--- config.mk ---
export PLATFORM = sky130hd
export DESIGN_NAME = two_phase_clkgen_flat
export DESIGN_NICKNAME = d
export VERILOG_FILES = /design/src/rtl/two_phase_clkgen_if.sv /design/src/rtl/two_phase_clkgen.sv /design/src/flat_wrapper.sv
export SDC_FILE = /design/constraint.sdc
export NUM_CORES = 1
export LEC_CHECK = 0
export ABC_CLOCK_PERIOD_IN_PS = 2000
export CORE_MARGIN = 8
export CORE_UTILIZATION = 40
export DETAILED_ROUTE_END_ITERATION = 10
export HOLD_SLACK_MARGIN = 0.08
export PLACE_DENSITY = 0.73
export SYNTH_ARGS = -nofsm -noshare
export SYNTH_HDL_FRONTEND = slang
export SYNTH_SLANG_ARGS = --single-unit
--- constraint.sdc ---
create_clock -name clk -period 2 [get_ports clk]
set_input_delay 0.6 -clock clk [delete_from_list [all_inputs] [get_ports clk]]
set_output_delay 0.6 -clock clk [all_outputs]
set_load 0.03 [all_outputs]
--- src/rtl/two_phase_clkgen_if.sv ---
// Control/status bundle for two_phase_clkgen; the stretch wait-state input
// exists only when CLKGEN_STRETCH_EN is defined.
interface two_phase_clkgen_if #(
  parameter int CNT_W = 16
);
  logic             run;
  logic             step;
`ifdef CLKGEN_STRETCH_EN
  logic             stretch;
`endif
  logic             c1;
  logic             c2;
  logic             busy;
  logic             cycle_done;
  logic [CNT_W-1:0] cycle_cnt;

`ifdef CLKGEN_STRETCH_EN
  modport master (output run, step, stretch, input c1, c2, busy, cycle_done, cycle_cnt);
  modport slave  (input run, step, stretch, output c1, c2, busy, cycle_done, cycle_cnt);
`else
  modport master (output run, step, input c1, c2, busy, cycle_done, cycle_cnt);
  modport slave  (input run, step, output c1, c2, busy, cycle_done, cycle_cnt);
`endif
endinterface

--- src/rtl/two_phase_clkgen.sv ---
// Non-overlapping two-phase clock generator with free-run/step/halt control.
// Optional CLKGEN_STRETCH_EN adds a PH2 stretch (memory wait) input.
module two_phase_clkgen #(
  parameter int PH1_W = 2,
  parameter int PH2_W = 2,
  parameter int GAP_W = 1,
  parameter int CNT_W = 16
) (
  input  logic                clk,
  input  logic                rst,
  two_phase_clkgen_if.slave   bus
);

  // state | meaning
  // IDLE  | no machine cycle, both phases low
  // PH1   | c1 high
  // GAP1  | dead time between c1 and c2
  // PH2   | c2 high (may be stretched)
  // GAP2  | dead time closing the machine cycle
  typedef enum logic [2:0] {IDLE, PH1, GAP1, PH2, GAP2} state_e;

  localparam int MAXW_A = (PH1_W > PH2_W) ? PH1_W : PH2_W;
  localparam int MAXW   = (MAXW_A > GAP_W) ? MAXW_A : GAP_W;
  localparam int PC_W   = (MAXW > 1) ? $clog2(MAXW) : 1;
  localparam logic [PC_W-1:0] LD_PH1 = PC_W'(PH1_W - 1);
  localparam logic [PC_W-1:0] LD_PH2 = PC_W'(PH2_W - 1);
  localparam logic [PC_W-1:0] LD_GAP = PC_W'(GAP_W - 1);

  state_e            state_q, state_d;
  logic [PC_W-1:0]   ph_cnt_q, ph_cnt_d;
  logic              step_q;
  logic              c1_q, c2_q, busy_q, done_q;
  logic [CNT_W-1:0]  cnt_q;
  logic              step_rise;
  logic              hold;
  logic              last;

  assign step_rise = bus.step & ~step_q;

`ifdef CLKGEN_STRETCH_EN
  assign hold = (state_q == PH2) && bus.stretch;
`else
  assign hold = 1'b0;
`endif

  // Terminal count of the per-state down-counter; a held PH2 never terminates.
  assign last = (ph_cnt_q == '0) && !hold;

  always_comb begin
    state_d  = state_q;
    ph_cnt_d = ph_cnt_q;
    case (state_q)
      IDLE: begin
        if (bus.run || step_rise) begin
          state_d  = PH1;
          ph_cnt_d = LD_PH1;
        end
      end
      PH1: begin
        if (last) begin
          state_d  = GAP1;
          ph_cnt_d = LD_GAP;
        end else begin
          ph_cnt_d = ph_cnt_q - PC_W'(1);
        end
      end
      GAP1: begin
        if (last) begin
          state_d  = PH2;
          ph_cnt_d = LD_PH2;
        end else begin
          ph_cnt_d = ph_cnt_q - PC_W'(1);
        end
      end
      PH2: begin
        if (last) begin
          state_d  = GAP2;
          ph_cnt_d = LD_GAP;
        end else if (!hold) begin
          ph_cnt_d = ph_cnt_q - PC_W'(1);
        end
      end
      GAP2: begin
        if (last) begin
          if (bus.run) begin
            state_d  = PH1;
            ph_cnt_d = LD_PH1;
          end else begin
            state_d  = IDLE;
            ph_cnt_d = '0;
          end
        end else begin
          ph_cnt_d = ph_cnt_q - PC_W'(1);
        end
      end
      default: begin
        state_d  = IDLE;
        ph_cnt_d = '0;
      end
    endcase
  end

  // Outputs decode the next state so they line up with the registered state.
  always_ff @(posedge clk) begin
    if (rst) begin
      state_q  <= IDLE;
      ph_cnt_q <= '0;
      step_q   <= 1'b0;
      c1_q     <= 1'b0;
      c2_q     <= 1'b0;
      busy_q   <= 1'b0;
      done_q   <= 1'b0;
      cnt_q    <= '0;
    end else begin
      state_q  <= state_d;
      ph_cnt_q <= ph_cnt_d;
      step_q   <= bus.step;
      c1_q     <= (state_d == PH1);
      c2_q     <= (state_d == PH2);
      busy_q   <= (state_d != IDLE);
      done_q   <= (state_d == GAP2) && (ph_cnt_d == '0);
      if ((state_q == GAP2) && last) begin
        cnt_q <= cnt_q + CNT_W'(1);
      end
    end
  end

  assign bus.c1         = c1_q;
  assign bus.c2         = c2_q;
  assign bus.busy       = busy_q;
  assign bus.cycle_done = done_q;
  assign bus.cycle_cnt  = cnt_q;

endmodule

--- src/flat_wrapper.sv ---
// flat-port wrapper written by rule: the top's interface ports become plain ports
module two_phase_clkgen_flat 
#(
  parameter int PH1_W = 2,
  parameter int PH2_W = 2,
  parameter int GAP_W = 1,
  parameter int CNT_W = 16
)
  (clk, rst, bus_run, bus_step, bus_c1, bus_c2, bus_busy, bus_cycle_done, bus_cycle_cnt);
  two_phase_clkgen_if #(.CNT_W(CNT_W)) bus_i ();
  input  logic clk;
  input  logic rst;
  input wire logic [$bits(bus_i.run)-1:0] bus_run;
  input wire logic [$bits(bus_i.step)-1:0] bus_step;
  output wire logic [$bits(bus_i.c1)-1:0] bus_c1;
  output wire logic [$bits(bus_i.c2)-1:0] bus_c2;
  output wire logic [$bits(bus_i.busy)-1:0] bus_busy;
  output wire logic [$bits(bus_i.cycle_done)-1:0] bus_cycle_done;
  output wire logic [$bits(bus_i.cycle_cnt)-1:0] bus_cycle_cnt;
  assign bus_i.run = bus_run;
  assign bus_i.step = bus_step;
  assign bus_c1 = bus_i.c1;
  assign bus_c2 = bus_i.c2;
  assign bus_busy = bus_i.busy;
  assign bus_cycle_done = bus_i.cycle_done;
  assign bus_cycle_cnt = bus_i.cycle_cnt;
  two_phase_clkgen #(.PH1_W(PH1_W), .PH2_W(PH2_W), .GAP_W(GAP_W), .CNT_W(CNT_W)) u_core (.clk(clk), .rst(rst), .bus(bus_i));
endmodule
== Word-level counts from Yosys, hierarchy flattened ==
Index checks and enable logic that the tools add are counted.

* Register bits after elaboration: 25
* Output and inout port bits: 20

* $add $sub $neg: 2
* Equality and inequality tests: 7
* Muxes and demuxes: 13
* Bitwise operators: 4
* Reductions and logical operators: 6

{| class="wikitable"
|+ Operator list
! operator !! number
|-
| 16-bit by 1-bit adder with 16-bit output, second input constant || 1
|-
| 3-bit 2-to-1 mux || 5
|-
| 3-bit one-hot mux with 5 select lines || 1
|-
| 3-bit by 2-bit equality test with 1-bit output, second input constant || 3
|-
| 3-bit by 1-bit equality test with 1-bit output, second input constant || 2
|-
| 3-bit equality test, second input constant || 2
|-
| 1-bit 2-to-1 mux || 6
|-
| 1-bit one-hot mux with 4 select lines || 1
|-
| 3-bit logical NOT || 1
|-
| 1-bit NOT || 3
|-
| 3-bit nonzero test || 1
|-
| 1-bit logical AND || 2
|-
| 2-bit OR reduction || 1
|-
| 1-bit bitwise AND || 1
|-
| 1-bit logical OR || 1
|-
| 1-bit subtractor, second input constant || 1
|}

== Logic depth before layout (Yosys ltp) ==
* Word-level depth: 7
* Gate-level depth with buffers: 6
* Gate-level depth less buffers: 5

== Worst setup path after synthesis ==
Ideal clock, no wire load.

* Path type: register to register
* Start point: reg u_core.state_q[0]
* End point: reg u_core.cnt_q[14], in the netlist u_core.bus.cycle_cnt[14]
* Library setup time: 0.071 ns
* Arrival time: 2.021 ns
* Data required time: 1.929 ns
* Slack: -0.091 ns
* Cell stages (with the launch flop): 7
* Path buffers: 2
* Period minus slack after synthesis: 2.091 ns
* Cells stage by stage: dfxtp_1 buf_6 or4b_1 buf_2 or4_4 or3_1 a21oi_1

* Longest elaborated chain between the ends: 2

{| class="wikitable"
|+ RTL lines
! item !! RTL line !! RTL
|-
| start, declared || two_phase_clkgen.sv:29 || <nowiki>state_e state_q, state_d;</nowiki>
|-
| start signal, assigned || two_phase_clkgen.sv:115 || <nowiki>state_q <= state_d;</nowiki>
|-
| 3-bit equality test || two_phase_clkgen.sv:122 || <nowiki>if ((state_q == GAP2) && last) begin</nowiki>
|-
| 1-bit logical AND || two_phase_clkgen.sv:122 ||
|-
| end signal, assigned || two_phase_clkgen.sv:123 || <nowiki>cnt_q <= cnt_q + CNT_W'(1);</nowiki>
|-
| end, declared || two_phase_clkgen.sv:33 || <nowiki>logic [CNT_W-1:0] cnt_q;</nowiki>
|}

Every way passes these cells.
A chain may end at the register's enable or synchronous reset.

== Final worst setup path ==
* Start point: reg u_core.busy_q, in the netlist u_core.bus.busy
* End point: out bus_busy

{| class="wikitable"
|+ RTL lines
! item !! RTL line !! RTL
|-
| start, declared || two_phase_clkgen.sv:32 || <nowiki>logic c1_q, c2_q, busy_q, done_q;</nowiki>
|-
| start signal, assigned || two_phase_clkgen.sv:120 || <nowiki>busy_q <= (state_d != IDLE);</nowiki>
|-
| end, declared || flat_wrapper.sv:17 || <nowiki>output wire logic [$bits(bus_i.busy)-1:0] bus_busy;</nowiki>
|}

No word-level cell between the ends.

==> summary.txt <==
Drt
  – Post-route DRC: 0
  – Vias: 949
  – Final WL: 2320 um
  – Vias per cell: between 5 and 6
  – WL per Instance: 12.7 um
  – Initial DRC Count: 39
  – ANT nets after route: 0
  – DRT Pass-1 Iters: 4

Global route
  – First-pass GRT wire length: 4040 um
  – Met3 Use GR: 0.0491
  – M2 GR Usage: 0.201
  – Initial antenna violation count: 0
  – M1 GR Usage: 0.117
  – Vias in the first global route: a little over 900
  – Overall global routing resource usage: 0.110
  – Largest net degree at the start of global routing: 15
  – Grt ovf: 0
  – Most crowded layer after global routing: met2

Run status
  – Outcome: complete, no violations

Floorplan
  – Initial Utilization: 0.410
  – DIE WIDTH: around 68 um
  – # rows: 19
  – Core area: 0.00269 mm^2
  – I/O pins: 24
  – Die Area: approximately 0.0047 mm^2
  – Die height: 68.5 um

Timing
  – Worst Clk Skew: ~1.1 ps
  – Slew Viols, Final: 0
  – RSZ-0062 raised after global routing: false
  – Fmax: 0.523 GHz
  – Fin worst setup slack: 88.9 ps
  – Fin Setup TNS: 0 ps
  – Final Hold Viols: 0
  – Worst-Margin Slew: 325 ps
  – Max-slew headroom at the worst pin: 0.783
  – Post-layout min period: about 1900 ps
  – Setup-failing EPs final: 0
  – Tcrit/Tclk final: 0.956

Power
  – Leakage: 0.628 nW
  – VDD IR max: 769 uV
  – Final Power: 1.10 mW
  – PwrDens: 772 mW/mm^2

Synth
  – Ys async rst share: 0
  – Syn_nets: 127
  – Mapped Avg Cell Area: 9.03 um^2
  – Number of synthesized register bits: 25
  – Post-synthesis cell type count: 33
  – Total number of yosys warnings: 0
  – Seq/Total Area, Yosys: 0.455
  – Gate Count Post-Synth: 122
  – Post-synthesis cell area: 0.00110 mm^2
  – Most used DFF post-synth: dfxtp_1
  – Post-synth EDFFs: 0

Clock tree
  – Clk sinks: 25
  – Reg clk slew, reported paths: 130 ps
  – Post-CTS Repair Setup Buffers: 0
  – Worst-Skew Late Latency: 310 ps
  – Root buf cell: clkbuf_4
  – Post-CTS Hold Buffers: 0
  – H-tree levels: 1
  – CTS tree: yes
  – Max clock buf depth: 2
  – Total CTS buffers: 3

Setup path
  – Crit path max-delay family: buffers and inverters
  – Slowest-stage cell, CP: clkdlybuf4s50_1
  – Crit-path max FO: 1
  – Worst Setup End Kind: output port
  – CP bufs+invs: 1
  – Slowest stage delay, CP: 660 ps
  – CP Launch Type: flip-flop
  – CP Data Required Time: 1400 ps
  – Crit path arrival time: around 1300 ps
  – Critical Path, Cell by Cell: clkdlybuf4s50_1
  – Worst setup path class: flip-flop to output port

Worst hold path
  – HP Class: flip-flop to flip-flop

Placement
  – Port bufs: 23
  – Placed cells: 179
  – Final Wtd Congestion: 0.814
  – Post-placement setup slack: 40.3 ps
  – Final HPWL DP: 1810 um

Cells and area
  – Finished Layout Cells: 183
  – Share of post-route cells with drive strength above 1: 0.118
  – # diodes: 0
  – Net total in the final layout: 158
  – Area delta synth->final: 29.1%
  – Fill count: 282

Flow run
  – Max Cap Violations: 0
[cells in the mapped netlist (2+ instances only)]
library cell	n	area, um^2
or3_1	4	25.0
xnor2_1	5	43.8
nand4_1	7	43.8
nand3_1	5	25.0
nor2b_1	5	31.3
a21oi_1	4	20.0
a31oi_1	2	12.5
and3_1	2	12.5
nor2_1	17	63.8
xor2_1	7	61.3
and4_1	2	17.5
clkbuf_1	2	7.51
buf_2	3	15.0
dfxtp_1	25	500
nor4_1	2	12.5
nor3_1	4	20.0
o21ai_0	5	25.0
nand2_1	6	22.5
[path summary, 6_finish.rpt]
| kind | cells past startpoint | endpoint | from | slack, ps |
|---|---|---|---|---|
| worst max-delay path | 1 | bus_busy | u_core.bus.busy | 90 |
| worst min-delay path | 2 | u_core.bus.cycle_cnt[15] | u_core.bus.cycle_cnt[15] | 490 |
| worst max register to register | 4 | u_core.bus.cycle_cnt[14] | u_core.state_q[0] | 160 |
| worst min register to register | 2 | u_core.bus.cycle_cnt[15] | u_core.bus.cycle_cnt[15] | 490 |
[layer usage]
| metal | up-vias | routed length, um |
|---|---|---|
| met1 | 445 | 1000 |
| met4 | 0 | 0 |
| met3 | 0 | 144 |
| met2 | 15 | 1180 |
| met5 | - | 0 |
| li1 | 489 | - |
[logic make-up after synthesis]
logic type	after synthesis	synth area share
xor+xnor	12	0.0955
compound gates	13	0.0670
flops	25	0.455
mux	2	0.0193
fa+ha+maj	1	0.0114
simple gates	61	0.311
buf+inv	8	0.0409
[per-stage QoR]
stage | cell area, um^2 | hold slack [ps] | util
2_1_floorplan | 1100 | 509 | -
3_3_place_gp | 1400 | 468 | 0.523
3_5_place_dp | 1400 | 486 | 0.523
4_1_cts | 1410 | 505 | 0.526
5_1_grt | 1420 | 520 | 0.529
6_report | 1420 | 492 | 0.529
[cells in the final DEF (no fill, tap or decap), drive strengths merged, types with 3 or more instances in the layout]
cell type	n
nand4	7
a21oi	4
or3	4
dfxtp	25
dlymetal6s2s	3
nor2b	5
clkbuf	3
buf	10
nand3	5
dlygate4sd2	14
nor2	17
xor2	7
nand2	6
o21ai	5
clkdlybuf4s50	6
xnor2	5
nor3	4
[where the power goes]
part / leakage [nW] / internal, mW / total [mW] / switching [mW]
registers: 0.203 / 0.545 / 0.563 / 0.0172
clock network: 0.0177 / 0.0747 / 0.220 / 0.145
logic: 0.408 / 0.146 / 0.315 / 0.169
[final cells by class]
type | count | area [um^2] | area share
multi-input cells | 89 | 556 | 0.391
clock inverters | 1 | 5.00 | 0.00352
clock buffers | 3 | 22.5 | 0.0158
inverters | 1 | 3.75 | 0.00264
repair buffers | 33 | 295 | 0.208
flip-flops and latches | 25 | 500 | 0.352
well taps | 31 | 38.8 | 0.0273
[registers in the layout, indices dropped and copies added (netlist names)]
register,count
u_core.bus.busy,1
u_core.bus.c1,1
u_core.bus.c2,1
u_core.bus.cycle_cnt,16
u_core.bus.cycle_done,1
u_core.ph_cnt_q,1
u_core.state_q,3
u_core.step_q,1
[timing repair]
action	4_1_cts	5_1_grt
endpoints found under the hold margin	0	0
resized for setup	14	3
setup endpoints to repair	14	3
Note: power is estimated with default switching activity, not from simulation.
